`config.mk`:
```
export PLATFORM = sky130hd
export DESIGN_NAME = des_key_schedule
export DESIGN_NICKNAME = d
export VERILOG_FILES = /design/src/rtl/des_key_schedule.sv
export SDC_FILE = /design/constraint.sdc
export NUM_CORES = 1
export LEC_CHECK = 0
export BUFFER_PORTS_ARGS = -buffer_cell sky130_fd_sc_hd__clkbuf_2
export CORE_ASPECT_RATIO = 0.9
export CORE_MARGIN = 2
export CORE_UTILIZATION = 48
export CTS_BUF_LIST = sky130_fd_sc_hd__clkbuf_16
export DETAILED_ROUTE_END_ITERATION = 8
export GPL_TIMING_DRIVEN = 0
export PLACE_DENSITY_LB_ADDON = 0.3
export SLEW_MARGIN = 25
export SYNTH_ARGS = -nofsm -noshare
export SYNTH_HDL_FRONTEND = slang
export SYNTH_SLANG_ARGS = --single-unit
```
`constraint.sdc`:
```
create_clock -name clk -period 4.1 [get_ports clk]
set_input_delay 0.205 -clock clk [delete_from_list [all_inputs] [get_ports clk]]
set_output_delay 0.205 -clock clk [all_outputs]
set_load 0.1 [all_outputs]
```
`src/rtl/des_key_schedule.sv`:
```
// DES round-key generator: latches the PC-1 key (C||D), steps the rotation schedule one
// round per handshake and emits PC-2 round keys. Define DES_DECRYPT_EN for K16->K1 order.
module des_key_schedule (
    input  logic        clk,
    input  logic        rst,
    input  logic        start,
    input  logic        decrypt,
    input  logic [55:0] key_in,
    input  logic        rk_ready,
    output logic        rk_valid,
    output logic [47:0] rk,
    output logic [3:0]  round,
    output logic        busy,
    output logic        done
);

    localparam logic [1:0] IDLE = 2'd0;
    localparam logic [1:0] EMIT = 2'd1;
    localparam logic [1:0] FIN  = 2'd2;

    // PC-2 source bit (1-based DES numbering of C||D) for each output bit 1..48
    localparam int PC2_TAB [48] = '{
        14, 17, 11, 24,  1,  5,  3, 28, 15,  6, 21, 10,
        23, 19, 12,  4, 26,  8, 16,  7, 27, 20, 13,  2,
        41, 52, 31, 37, 47, 55, 30, 40, 51, 45, 33, 48,
        44, 49, 39, 56, 34, 53, 46, 42, 50, 36, 29, 32
    };

    logic [1:0]  state;
    logic [27:0] c_q;
    logic [27:0] d_q;
    logic        last;

    function automatic logic [47:0] pc2(input logic [55:0] cd);
        logic [47:0] r;
        r = '0;
        for (int k = 0; k < 48; k++) begin
            r[47-k] = cd[56-PC2_TAB[k]];
        end
        return r;
    endfunction

    // Rotation amount for the key of 0-based round i is 1 in rounds 1, 2, 9 and 16, else 2
    function automatic logic two_shift(input logic [3:0] i);
        return !(i == 4'd0 || i == 4'd1 || i == 4'd8 || i == 4'd15);
    endfunction

    function automatic logic [27:0] rol(input logic [27:0] x, input logic two);
        return two ? {x[25:0], x[27:26]} : {x[26:0], x[27]};
    endfunction

`ifdef DES_DECRYPT_EN
    logic dec_q;

    function automatic logic [27:0] ror(input logic [27:0] x, input logic two);
        return two ? {x[1:0], x[27:2]} : {x[0], x[27:1]};
    endfunction

    assign last = dec_q ? (round == 4'd0) : (round == 4'd15);
`else
    logic unused_decrypt;
    assign unused_decrypt = decrypt;
    assign last = (round == 4'd15);
`endif

    // NOTE: outputs decode registered state only, so no input reaches rk/rk_valid/round.
    assign rk       = pc2({c_q, d_q});
    assign rk_valid = (state == EMIT);
    assign busy     = (state == EMIT);
    assign done     = (state == FIN);

    always_ff @(posedge clk or posedge rst) begin
        if (rst) begin
            state <= IDLE;
            c_q   <= '0;
            d_q   <= '0;
            round <= '0;
`ifdef DES_DECRYPT_EN
            dec_q <= 1'b0;
`endif
        end else begin
            case (state)
                IDLE, FIN: begin
                    if (start) begin
                        state <= EMIT;
`ifdef DES_DECRYPT_EN
                        dec_q <= decrypt;
                        if (decrypt) begin
                            // C16||D16 equals C0||D0: the total rotation is 28
                            c_q   <= key_in[55:28];
                            d_q   <= key_in[27:0];
                            round <= 4'd15;
                        end else begin
                            c_q   <= rol(key_in[55:28], 1'b0);
                            d_q   <= rol(key_in[27:0], 1'b0);
                            round <= 4'd0;
                        end
`else
                        c_q   <= rol(key_in[55:28], 1'b0);
                        d_q   <= rol(key_in[27:0], 1'b0);
                        round <= 4'd0;
`endif
                    end else begin
                        state <= IDLE;
                    end
                end
                EMIT: begin
                    if (rk_ready) begin
                        if (last) begin
                            state <= FIN;
`ifdef DES_DECRYPT_EN
                        end else if (dec_q) begin
                            c_q   <= ror(c_q, two_shift(round));
                            d_q   <= ror(d_q, two_shift(round));
                            round <= round - 4'd1;
`endif
                        end else begin
                            c_q   <= rol(c_q, two_shift(round + 4'd1));
                            d_q   <= rol(d_q, two_shift(round + 4'd1));
                            round <= round + 4'd1;
                        end
                    end
                end
                default: state <= IDLE;
            endcase
        end
    end

endmodule

```
==> results of run 1 <==
## cells by family (layout without fill, tap and decap cells)
logic type | after synthesis | after routing
AOI/OAI and AO/OA | 129 | 129
xor gates and xnor gates | 1 | 1
adders and majority gates | 3 | 3
buffers and inverters | 112 | 242
DFF | 62 | 62
muxes | 1 | 1
and+or+nand+nor | 295 | 295
## sequential cells by signal (all words and copies together), names as in the netlist
signal	cells
c_q	28
d_q	28
round	4
state	2
## final timing paths
| path | from | endpoint | slack, ns |
|---|---|---|---|
| setup / recovery | round[1] | c_q[19] | 1.69 |
| hold / removal | key_in[26] | d_q[27] | 0.21 |
| setup reg to reg | round[1] | c_q[19] | 1.69 |
| hold reg to reg | round[2] | round[2] | 0.62 |
| max in group asynchronous | rst | round[3] | 3.15 |
| min in group asynchronous | rst | d_q[15] | 0.41 |
## synth_stat cells, drive strengths merged
cell type    n
and2         1
nor4        56
a211oi      54
nand3b       1
mux2i        1
nor2b        2
a31oi        1
nand4        1
o22ai        1
a21bo        1
nor2       110
o21ai        8
nand2b       2
nand3        1
buf         76
nand2       63
or2          1
xor2         1
and3b        1
a211o       56
nor3        55
a21oi        6
dfrtp       62
inv          7
clkbuf      29
ha           3
or4b         1
a22o         2
## per-stage QoR
stage	instance area (um2)	setup slack (ns)
final	5820	1.69
after global routing	5820	1.49
after detailed placement	5560	1.73
after floorplan	4810	1.41
after CTS	5820	1.71
after global placement	5540	1.41
## critical path, delay by kind of cell, from the launching register on
kind | cells | cell delay, ns
compound gates | 2 | 0.73
simple gates | 2 | 0.46
flops | 1 | 0.47
fa+ha+maj | 1 | 0.26
buf+inv | 1 | 0.38
## cells in the final DEF (no fill, tap or decap), types with 27 or more instances in the layout
| cell | synthesis | routed |
|---|---|---|
| clkbuf_2 | 0 | 114 |
| a211oi_2 | 27 | 27 |
| clkbuf_1 | 29 | 29 |
| a211oi_1 | 27 | 27 |
| nand2_1 | 63 | 63 |
| nor2_1 | 110 | 110 |
| a211o_1 | 56 | 56 |
| dfrtp_1 | 62 | 62 |
| nor4_1 | 56 | 56 |
| buf_4 | 59 | 59 |
| nor3_1 | 55 | 55 |
## area by class of cell
type                       count  area, um2
tap                          126        158
multi-input combinational    429       2550
inverter                       7       28.8
timing repair buffer         116        601
fill                         890       3880
clock inverter                 5       20.0
sequential                    62       1550
clock buffer                   9        225
buffer                       105        678
## routing by layer
metal | vias to the layer above | track usage | wire [um]
li1 | 2408 | - | -
met1 | 2397 | 0.372 | 6230
met2 | 251 | 0.405 | 6520
met3 | 20 | 0.0403 | 1140
met4 | 0 | 0.0750 | 210
met5 | - | 0 | 0
==> results by group, run 1 <==
Layout
  • Core Util, Final: 0.600
  • Non-filler cells, final: 859
  • Final nets: 794
  • ANT cells: 0
  • Share of layout cells above drive strength 1: 0.317
  • Layout Area Growth over Synthesis: 20.9%

Setup path
  • Max stage delay on crit path: 0.47 ns
  • CP Launch Type: flop
  • Critical path peak fanout: 10
  • CP Data Arrival Time: 2.62 ns
  • Worst r2r path cells: 6
  • Crit. End Element: flop
  • Slowest CP cell: dfrtp_1
  • Setup CP Type: reg -> reg
  • Crit-path cells: ha_1, nand3_1, clkbuf_1, a211oi_1, nor4_1, a211o_1
  • CP Data Required Time: 4.31 ns

Floorplan
  • # IOs: 116
  • Die area: 10800 um2
  • Width of the die: 110 um
  • Die Ht: 99.0 um
  • Initial Util: 0.496
  • Site Rows: 34
  • Core Region: 9700 um2

Placed design
  • Final Wtd Congestion: 0.863
  • I/O Buffers: 114
  • Placed insts: 844
  • HPWL Detailed: 9950 um

STA
  • Final setup violation count: 0
  • Final Cycle Share: 0.588
  • Setup TNS: 0 ns
  • Max_slew headroom: 0.550
  • Fin crit period: 2.41 ns
  • Worst Skew: 0.00695 ns
  • RSZ-0062 raised after global routing: no
  • Maximum clock frequency: 0.415 GHz
  • Hold slack: 0.205 ns
  • Final Hold Violating Endpoints: 0
  • Fin. max-slew vios: 0
  • Worst Tran Pin Value: 0.674 ns

GRT
  • Gr usage total: 0.259
  • Antenna violations before repair: 0
  • Largest net degree at the start of global routing: 40
  • Total gr overflow: 0
  • First-pass GRT wire length: 22500 um
  • Vias in the first global route: 4696

Synthesis
  • Synth Area in Compound Gates: 0.239
  • Largest family of logic cells by synthesized area: simple AND/OR/NAND/NOR gates
  • Synthesis Warnings: 0
  • Synth area leaders: dfrtp_1 32%, a211o_1 10%, buf_4 9.2%
  • Area leader, netlist: dfrtp_1
  • Syn_area_per_cell: 7.98 um2
  • Synthesized area: 4810 um2
  • Synthesis-stage register bit count: 62
  • XOR/XNOR Fraction of Synth Area: 0.00182
  • Sequential area share after synthesis: 0.322
  • Top cell type's share of synthesized area: 0.322
  • Post-synth net total: 667
  • Synth Instances: 603
  • Synth Area in Adders: 0.00780
  • Multiplexer share of the synthesized area: 0.00208
  • Synth Area in Simple Gates: 0.281
  • Synth unique cells: 36

Flow run
  • MaxCap Viol Count: 0

Clock tree
  • Max H-tree Level: 3
  • Worst skew pair latency: 0.33 ns
  • Clock Sinks: 62
  • # Post-CTS Setup Buffers: 0
  • Longest Clk Path Bufs: 2
  • Reg clk slew, reported paths: 0.05 ns
  • Hold Buf Count CTS: 1
  • CTS tree: yes
  • Root buf cell: clkbuf_16
  • Cts repair resizes: 0
  • CTS Buf Count: 9

Route
  • Vias after detailed routing: 5076
  • Wirelength per Cell: 16.4 um
  • Pre-antenna DRT Iters: 5
  • Total wire length: 14100 um
  • Final ANT Viol Nets: 0
  • # DRC: 0
  • Vias per inst: 5.91
  • DR iter-0 viols: 366

Worst hold path
  • Hold depth: 4
  • Min-Delay Path Class: in -> reg

Status
  • Outcome: finished, final reports clean
Power of run 1 is not shown: default switching activity piles up to over one toggle a cycle in this logic, so the estimate is an artifact.
==> run 2: changes to the inputs <==
Settings changed: ABC_AREA from default to 1.
Clock period 4.1 ns to 2.4 ns, I/O delays scaled along.
==> run 2 against run 1 <==
Compared with the run above:
- cell area decreased by 10%
- clock-buffer cell count unchanged
- maximum frequency up 18%
- core utilization is 1.1 points higher
- routed wire length decreased by 18%
- setup slack worse by 1.3 ns
- non-clock buffer count is 8 lower
- register-to-register slack worse by 1.3 ns
- flip-flop and latch count unchanged
- highest routed layer unchanged
==> results by group, run 2 <==
STA
  • Final Hold Violating Endpoints: 0 (unchanged)
  • Hold slack: 0.0577 ns (was 0.205 ns)
  • Maximum clock frequency: 0.490 GHz (was 0.415 GHz)
  • Fin crit period: 2.04 ns (was 2.41 ns)
  • RSZ-0062 raised after global routing: no (unchanged)
  • Final Cycle Share: 0.850 (was 0.588)
  • Setup TNS: 0 ns (unchanged)
  • Max_slew headroom: 0.638 (was 0.550)
  • Worst Tran Pin Value: 0.546 ns (was 0.674 ns)
  • Final setup violation count: 0 (unchanged)
  • Setup ws final: 0.360 ns (was 1.69 ns)
  • Fin. max-slew vios: 0 (unchanged)
  • Worst Skew: 0.00693 ns (was 0.00695 ns)

Layout
  • Register area: 1550 um2 (unchanged)
  • Final nets: 787 (was 794)
  • Fillers: 837 (was 890)
  • Most frequent cells in the layout: 114 x clkbuf_2, 112 x a21oi_1, 68 x inv_1 (was 114 x clkbuf_2, 110 x nor2_1, 63 x nand2_1)
  • Design Area, Final: 5240 um2 (was 5820 um2)
  • Core Util, Final: 0.611 (was 0.600)
  • Most common cell after layout, fill and taps aside: clkbuf_2 (unchanged)
  • Non-filler cells, final: 846 (was 859)
  • Biggest regs: c_q x28, d_q x28, round x4 (unchanged)
  • Layout Area Growth over Synthesis: 23.9% (was 20.9%)
  • Area of the multi-input gates: 1810 um2 (was 2550 um2)
  • Share of layout cells above drive strength 1: 0.286 (was 0.317)
  • ANT cells: 0 (unchanged)

Clock tree
  • Cts repair resizes: 0 (unchanged)
  • Longest Clk Path Bufs: 2 (unchanged)
  • Reg clk slew, reported paths: 0.06 ns (was 0.05 ns)
  • CTS Buf Count: 9 (unchanged)
  • Clock Sinks: 62 (unchanged)
  • CTS tree: yes (unchanged)
  • Max H-tree Level: 3 (unchanged)
  • Worst skew pair latency: 0.33 ns (about the same)
  • Root buf cell: clkbuf_16 (unchanged)

Synthesis
  • Synth Area in Adders: 0.00888 (was 0.00780)
  • Post-synth EDFFs: 0 (unchanged)
  • Largest family of logic cells by synthesized area: simple AND/OR/NAND/NOR gates (unchanged)
  • Most used DFF post-synth: dfrtp_1 (unchanged)
  • Syn_area_per_cell: 7.09 um2 (was 7.98 um2)
  • Synth unique cells: 20 (was 36)
  • XOR/XNOR Fraction of Synth Area: 0 (was 0.00182)
  • Synth Area in Simple Gates: 0.281 (about the same)
  • Post-synth ARST share: 1.00 (unchanged)
  • Top cell type's share of synthesized area: 0.367 (was 0.322)
  • Multiplexer share of the synthesized area: 0 (was 0.00208)
  • Synthesis Warnings: 0 (unchanged)
  • Most frequent cells after synthesis: 112 x a21oi_1, 66 x inv_1, 65 x nand2_1, 63 x nand3_1, 62 x dfrtp_1 (was 110 x nor2_1, 63 x nand2_1, 62 x dfrtp_1, 59 x buf_4)
  • Count leader, synth: a21oi_1 (was nor2_1)
  • Synthesis-stage register bit count: 62 (unchanged)
  • Synth Area in Compound Gates: 0.138 (was 0.239)
  • Synthesized area: 4230 um2 (was 4810 um2)
  • Sequential area share after synthesis: 0.367 (was 0.322)
  • Synth Instances: 596 (was 603)
  • Post-synth net total: 660 (was 667)
  • Area leader, netlist: dfrtp_1 (unchanged)
  • Synth area leaders: dfrtp_1 37%, a21oi_1 13%, buf_4 9.9% (was dfrtp_1 32%, a211o_1 10%, buf_4 9.2%)

Route
  • Vias after detailed routing: 4467 (was 5076)
  • Final ANT Viol Nets: 0 (unchanged)
  • Vias per inst: 5.28 (was 5.91)
  • # DRC: 0 (unchanged)
  • Wirelength per Cell: 13.7 um (was 16.4 um)
  • Pre-antenna DRT Iters: 5 (unchanged)
  • DR iter-0 viols: 269 (was 366)
  • Total wire length: 11600 um (was 14100 um)

GRT
  • Met2 Use GR: 0.405 (about the same)
  • Vias in the first global route: 4215 (was 4696)
  • Total gr overflow: 0 (unchanged)
  • Antenna violations before repair: 0 (unchanged)
  • Gr usage total: 0.249 (was 0.259)
  • Met3 GRT Util: 0.0486 (was 0.0403)
  • GRT busiest layer: met2 (unchanged)
  • M1 GR Usage: 0.341 (was 0.372)
  • Largest net degree at the start of global routing: 46 (was 40)
  • First-pass GRT wire length: 19200 um (was 22500 um)

Setup path
  • Setup CP Type: reg -> reg (unchanged)
  • CP Launch Type: flop (unchanged)
  • RR Endpoint: d_q[23] (was c_q[19])
  • R2r startpoint: round[0] (was round[1])
  • Worst r2r path cells: 9 (was 6)
  • CP Data Required Time: 2.65 ns (was 4.31 ns)
  • Slowest CP cell: dfrtp_1 (unchanged)
  • Worst setup endpoint: d_q[23] (was c_q[19])
  • Critical path peak fanout: 10 (unchanged)
  • Worst Setup SP: round[0] (was round[1])
  • Crit. End Element: flop (unchanged)
  • CP Data Arrival Time: 2.29 ns (was 2.62 ns)
  • CP most frequent cell: nand2_1
  • Max stage delay on crit path: 0.44 ns (was 0.47 ns)
  • Crit-path cells: ha_1, nand3_1, nand2_1, nand2_1, nand2_2, inv_2, clkbuf_1, nor2_1, a21oi_1 (was ha_1, nand3_1, clkbuf_1, a211oi_1, nor4_1, a211o_1)
  • Flop2flop setup slack: 0.36 ns (was 1.69 ns)

Placed design
  • I/O Buffers: 114 (unchanged)
  • DP Worst Slack: 0.385 ns (was 1.73 ns)
  • Placed insts: 830 (was 844)
  • Final Wtd Congestion: 0.828 (was 0.863)
  • HPWL Detailed: 8370 um (was 9950 um)
  • Placed cell area: 4980 um2 (was 5560 um2)

Floorplan
  • Width of the die: 103 um (was 110 um)
  • Site Rows: 32 (was 34)
  • Core Region: 8570 um2 (was 9700 um2)
  • Initial Util: 0.493 (was 0.496)
  • # IOs: 116 (unchanged)
  • Die Ht: 93.0 um (was 99.0 um)
  • Die area: 9570 um2 (was 10800 um2)

Status
  • Outcome: finished, final reports clean (unchanged)

Power
  • Total Power: 7.79 mW
  • Leakage power: 2.86 nW
  • VDD IR max: 1.05 mV
  • Pwr/cell area: 1490 nW/um2

Worst hold path
  • Min-Delay Path Class: in -> reg (unchanged)

Flow run
  • MaxCap Viol Count: 0 (unchanged)
run 2: worst min-delay path by stage:
| stage | to | cells past startpoint | slack (ns) | from |
|---|---|---|---|---|
| 6_report | state[0] | 3 | 0.06 | start |
| 5_1_grt | state[0] | 3 | 0.07 | start |
| 4_1_cts | state[0] | 3 | 0.05 | start |
| 3_5_place_dp | d_q[11] | 2 | 0.07 | rst |
| 3_3_place_gp | state[1] | 3 | 0.37 | rk_ready |
| 2_1_floorplan | state[1] | 2 | 0.26 | rk_ready |
run 2: routing by layer:
layer	routed length, um	share of wire
met2	5550	0.48
met3	764	0.066
met5	0	0
met1	5120	0.44
met4	164	0.014
run 2: cell type report:
cell class,count,area share
buffer,97,0.117
sequential,62,0.296
tap,119,0.0284
clock buffer,9,0.0430
timing repair buffer,116,0.116
clock inverter,6,0.00454
inverter,68,0.0492
multi-input combinational,369,0.345
run 2: what timing repair did:
item	4_1_cts	5_1_grt
endpoints found under the hold margin	17	0
hold buffers	1	0
buffers inserted	0	0
run 2: critical path, delay by kind of cell (launching register included):
| family | cells | cell delay (ns) |
|---|---|---|
| AOI/OAI and AO/OA | 1 | 0.14 |
| buffers and inverters | 2 | 0.56 |
| and+or+nand+nor | 5 | 0.55 |
| adders and majority gates | 1 | 0.26 |
| DFF | 1 | 0.44 |
run 2: power breakdown:
part	switching [mW]	total (mW)	internal (mW)	leakage [nW]
clock	0.443	1.11	0.671	0.134
combinational	3.69	5.03	1.35	2.11
sequential	0.272	1.64	1.37	0.619
total	4.40	7.79	3.39	2.86
run 2: kinds of logic after synthesis:
logic type | Yosys count
simple gates | 250
buf+inv | 165
compound gates | 116
flops | 62
fa+ha+maj | 3
Power figures use the tool's default switching activity.
